`config.mk`:
```
export PLATFORM = sky130hd
export DESIGN_NAME = inv_addkey_mixcol
export DESIGN_NICKNAME = d
export VERILOG_FILES = /design/src/rtl/inv_addkey_mixcol.sv
export SDC_FILE = /design/constraint.sdc
export NUM_CORES = 1
export LEC_CHECK = 0
export CAP_MARGIN = 20
export CORE_MARGIN = 10
export CORE_UTILIZATION = 45
export CTS_BUF_LIST = sky130_fd_sc_hd__clkbuf_16
export CTS_CLUSTER_SIZE = 14
export DETAILED_ROUTE_END_ITERATION = 8
export GPL_ROUTABILITY_DRIVEN = 0
export PLACE_DENSITY_LB_ADDON = 0.1
export SLEW_MARGIN = 15
export SYNTH_ARGS = -nofsm -noshare
export SYNTH_HDL_FRONTEND = slang
export SYNTH_SLANG_ARGS = --single-unit
export TNS_END_PERCENT = 50
```
`constraint.sdc`:
```
create_clock -name clk -period 5.3 [get_ports clk]
set_clock_uncertainty 0.1 [all_clocks]
set_input_delay 1.325 -clock clk [delete_from_list [all_inputs] [get_ports clk]]
set_output_delay 1.325 -clock clk [all_outputs]
set_load 0.01 [all_outputs]
```
`src/rtl/inv_addkey_mixcol.sv`:
```
// inv_addkey_mixcol: AES decryption round tail. Registers (state ^ round_key),
// then applies InvMixColumns COLS_PER_CYCLE columns per clock unless the
// operation is a final round, and holds the result until downstream takes it.
module inv_addkey_mixcol #(
    parameter int COLS_PER_CYCLE = 1
) (
    input  logic         clk,
    input  logic         rst_n,
    input  logic         in_valid,
    output logic         in_ready,
    input  logic [127:0] in_state,
    input  logic [127:0] round_key,
    input  logic         last_round,
    output logic         out_valid,
    input  logic         out_ready,
    output logic [127:0] out_state,
    output logic         busy
);

    typedef enum logic [1:0] {
        IDLE = 2'd0,
        MIX  = 2'd1,
        HOLD = 2'd2
    } state_t;

    localparam int unsigned NCOL     = COLS_PER_CYCLE;
    localparam logic [1:0]  STEP     = 2'(COLS_PER_CYCLE);
    localparam logic [1:0]  LAST_COL = 2'(4 - COLS_PER_CYCLE);

    state_t        state;
    state_t        state_nxt;
    logic [127:0]  s;
    logic [127:0]  s_mixed;
    logic [1:0]    col;
    logic          lr_q;
    logic          accept;
    logic          last_grp;

    // GF(2^8) doubling with reduction by 0x11B
    function automatic logic [7:0] xt(input logic [7:0] a);
        return {a[6:0], 1'b0} ^ (a[7] ? 8'h1b : 8'h00);
    endfunction

    // InvMixColumns of one column, a0 in the most significant byte
    function automatic logic [31:0] inv_mix(input logic [31:0] c);
        logic [7:0] a   [4];
        logic [7:0] m9  [4];
        logic [7:0] mb  [4];
        logic [7:0] md  [4];
        logic [7:0] me  [4];
        logic [7:0] x2, x4, x8;
        for (int unsigned i = 0; i < 4; i++) begin
            a[i]  = c[31 - 8*i -: 8];
            x2    = xt(a[i]);
            x4    = xt(x2);
            x8    = xt(x4);
            m9[i] = x8 ^ a[i];
            mb[i] = x8 ^ x2 ^ a[i];
            md[i] = x8 ^ x4 ^ a[i];
            me[i] = x8 ^ x4 ^ x2;
        end
        return {me[0] ^ mb[1] ^ md[2] ^ m9[3],
                m9[0] ^ me[1] ^ mb[2] ^ md[3],
                md[0] ^ m9[1] ^ me[2] ^ mb[3],
                mb[0] ^ md[1] ^ m9[2] ^ me[3]};
    endfunction

    assign accept    = in_valid && (state == IDLE);
    assign last_grp  = (col == LAST_COL);
    assign in_ready  = (state == IDLE);
    assign busy      = (state != IDLE);
    assign out_valid = (state == HOLD);
    assign out_state = s;

    // Mix the COLS_PER_CYCLE columns starting at the column counter
    always_comb begin
        logic [1:0] c;
        s_mixed = s;
        for (int unsigned i = 0; i < NCOL; i++) begin
            c = col + 2'(i);
            s_mixed[127 - 32*int'(c) -: 32] = inv_mix(s[127 - 32*int'(c) -: 32]);
        end
    end

    // State register
    always_ff @(posedge clk or negedge rst_n) begin
        if (!rst_n) begin
            state <= IDLE;
        end else begin
            state <= state_nxt;
        end
    end

    // Next-state logic
    always_comb begin
        state_nxt = state;
        case (state)
            IDLE: if (accept) state_nxt = last_round ? HOLD : MIX;
            // lr_q is a guard only: final rounds bypass MIX entirely
            MIX:  if (last_grp || lr_q) state_nxt = HOLD;
            HOLD: if (out_ready) state_nxt = IDLE;
            default: state_nxt = IDLE;
        endcase
    end

    // Datapath: capture on accept, update columns while mixing
    always_ff @(posedge clk or negedge rst_n) begin
        if (!rst_n) begin
            s    <= '0;
            col  <= '0;
            lr_q <= 1'b0;
        end else if (accept) begin
            s    <= in_state ^ round_key;
            col  <= '0;
            lr_q <= last_round;
        end else if (state == MIX) begin
            s <= s_mixed;
            // counter parks on the last group instead of wrapping
            if (!last_grp) col <= col + STEP;
        end
    end

endmodule

```
==> impl_metrics.csv <==
group,metric,value,unit
clock_tree,cts_setup_buffers,0,
flow_run,cap_violations,0,
clock_tree,ctsResizeCount,0,
global_routing,grt_pass1_vias,9653,
clock_tree,cts_tree,"done",
route,drt_first_pass_iters,5,
worst_hold_path,hp-class,"flop to flop",
floorplanning,design.core.area,21800,um2
logic_synthesis,synth_edf_count,0,
final_layout,antenna_cells,0,
logic_synthesis,synth.cell_area,9940,um2
clock_tree,numCtsBuffers,17,
floorplanning,die_y,169,um
global_routing,antenna_found_initial,0,
logic_synthesis,synth_top_area_frac,0.335,
worst_setup_path,path_class,"flop to flop",
final_layout,area_growth_syn_to_layout,47.5,%
route,vias_per_cell,5.73,
worst_setup_path,slowest_delay,0.96,ns
timing,drv_slew,0,
place,dp.final_hpwl,29700,um
floorplanning,initial_core_util,0.457,
logic_synthesis,synth_common_cells,"xnor2_1 (186), dfrtp_1 (133), nor2_1 (127)",
run_status,outcome,"finished, final reports clean",
worst_setup_path,cp.required,5.50,ns
worst_setup_path,cp-start-kind,"flop",
clock_tree,holdBufCountCts,0,
global_routing,grt_pass1_wl,57000,um
clock_tree,cts_sinks,133,
place,placed_area,14000,um2
final_layout,final_util,0.674,
clock_tree,cts-root-buf,"clkbuf_16",
logic_synthesis,netlist_top_cells_area,"dfrtp_1 (33%), xnor2_1 (16%), xor2_1 (7.7%)",
clock_tree,cts_max_level,4,
final_layout,design_area,14700,um2
logic_synthesis,ys_warn_count,0,
worst_setup_path,cp.arrival,4.11,ns
final_layout,fin_nets,1530,
floorplanning,dieArea,28400,um2
final_layout,drive_gt1_frac,0.0790,
timing,tightest_slew,1.01,ns
clock_tree,clk_pin_slew_worst_paths,0.06,ns
route,drtIter0Drc,623,
timing,finalCritPeriodShare,0.738,
global_routing,track_usage,0.258,
logic_synthesis,async_flop_share,1.00,
global_routing,grt_start_max_net_pins,102,
logic_synthesis,synth-seq-area-share,0.335,
timing,max_slew_margin,0.327,
worst_setup_path,endpoint_kind,"flop",
global_routing,grt-ovfl-total,0,
logic_synthesis,synth_seq_cells,133,
timing,finalSetupViolCount,0,
timing,layout_min_cycle_time,3.91,ns
route,drc_errors,0,
route,num_vias,8923,
logic_synthesis,synth_area_leader_cell,"dfrtp_1",
floorplanning,io_pins,392,
route,route.detailed.wl_per_inst,24.3,um
timing,timing.fmax,0.256,GHz
worst_setup_path,cp_max_fo,32,
route,ant_nets,0,
clock_tree,clockBufferDepth,2,
floorplanning,rows,54,
logic_synthesis,synth_nets,1178,
logic_synthesis,synth.most_common_cell,"xnor2_1",
logic_synthesis,avgSynthCellArea,10.9,um2
timing,rsz0062_at_grt,"false",
logic_synthesis,synth_flop_cell,"dfrtp_1",
logic_synthesis,syn_inst,913,
final_layout,fillers,1733,
timing,hold_violations,0,
worst_setup_path,crit_chain,"mux4_2, xor2_2, xnor3_2, xor2_1, xnor3_1, a221oi_1, nor2_1",
route,drt-total-wl,37800,um
clock_tree,clock_latency,0.42,ns
timing,fin_tns_setup,0,ns
place,numPortBuffers,391,
worst_setup_path,slowest_stage,"dfrtp_2",
floorplanning,die_w,169,um
logic_synthesis,synth.distinct_cells,42,
[through the flow]
step / hold slack, ns / setup slack (ns) / cells
4_1_cts: 0.387 / 1.42 / 1558
3_3_place_gp: 0.359 / 1.45 / 1526
5_1_grt: 0.410 / 1.26 / 1558
3_5_place_dp: 0.373 / 1.40 / 1526
6_report: 0.386 / 1.39 / 1558
2_1_floorplan: 0.347 / 2.07 / 913
[registers in the layout, indices dropped and copies added, names as in the netlist]
register,cells
state,2
out_state,128
lr_q,1
col,2
[cell families (layout without fill, tap and decap cells)]
| logic type | after synthesis | count (layout) | synth area share |
|---|---|---|---|
| AND/OR/NAND/NOR | 154 | 154 | 0.0604 |
| flip-flops | 133 | 133 | 0.335 |
| AO/OA/AOI/OAI | 202 | 202 | 0.168 |
| XOR/XNOR | 313 | 313 | 0.323 |
| buffers and inverters | 73 | 438 | 0.0336 |
| adder cells (fa/ha/maj) | 4 | 4 | 0.00504 |
| multiplexers | 34 | 34 | 0.0750 |
[routing by layer]
| metal | vias to the layer above | GRT usage | part of all wire |
|---|---|---|---|
| met4 | 0 | 0.0840 | 0.026 |
| met5 | - | 0 | 0 |
| met3 | 59 | 0.0716 | 0.085 |
| li1 | 3992 | - | - |
| met2 | 447 | 0.442 | 0.51 |
| met1 | 4425 | 0.306 | 0.38 |
[layout make-up]
| class | instances | area [um2] | share of cell area |
|---|---|---|---|
| clock buffer | 17 | 425 | 0.0290 |
| tap | 280 | 350 | 0.0239 |
| clock inverter | 15 | 190 | 0.0130 |
| multi-input combinational | 707 | 6330 | 0.432 |
| inverter | 3 | 11.3 | 0.000768 |
| sequential | 133 | 3330 | 0.227 |
| timing repair buffer | 403 | 4020 | 0.274 |
[worst max-delay path: cells and delay by family (launching register included)]
kind	cells	cell delay (ns)
AO/OA/AOI/OAI	1	0.32
XOR/XNOR	4	1.77
AND/OR/NAND/NOR	1	0.07
flip-flops	1	0.96
multiplexers	1	0.55
[final timing paths]
check / from / end / slack [ns] / depth (start not counted)
setup reg to reg: col[1]$_DFFE_PN0P_ / out_state[52]$_DFFE_PN0P_ / 1.39 / 7
min in group asynchronous: rst_n / out_state[18]$_DFFE_PN0P_ / 0.91 / 1
hold / removal: lr_q$_DFFE_PN0P_ / lr_q$_DFFE_PN0P_ / 0.39 / 2
max in group asynchronous: rst_n / out_state[101]$_DFFE_PN0P_ / 3.17 / 2
setup / recovery: col[1]$_DFFE_PN0P_ / out_state[52]$_DFFE_PN0P_ / 1.39 / 7
hold reg to reg: lr_q$_DFFE_PN0P_ / lr_q$_DFFE_PN0P_ / 0.39 / 2
[cell usage in the layout, fill, tap and decap left out, types with 11 or more instances in the layout]
cell type and n:
buf_4 11, xor2_1 87, a221oi_1 47, clkbuf_16 17, o21a_1 53, a221o_1 20, clkdlybuf4s50_1 390, dfrtp_1 131
o221ai_1 52, nor2_1 127, xnor3_1 18, nand2_1 15, mux4_2 31, xnor2_1 186, xnor2_2 12
Power is not shown: default switching activity piles up to over one toggle a cycle in this logic, so the estimate is an artifact.
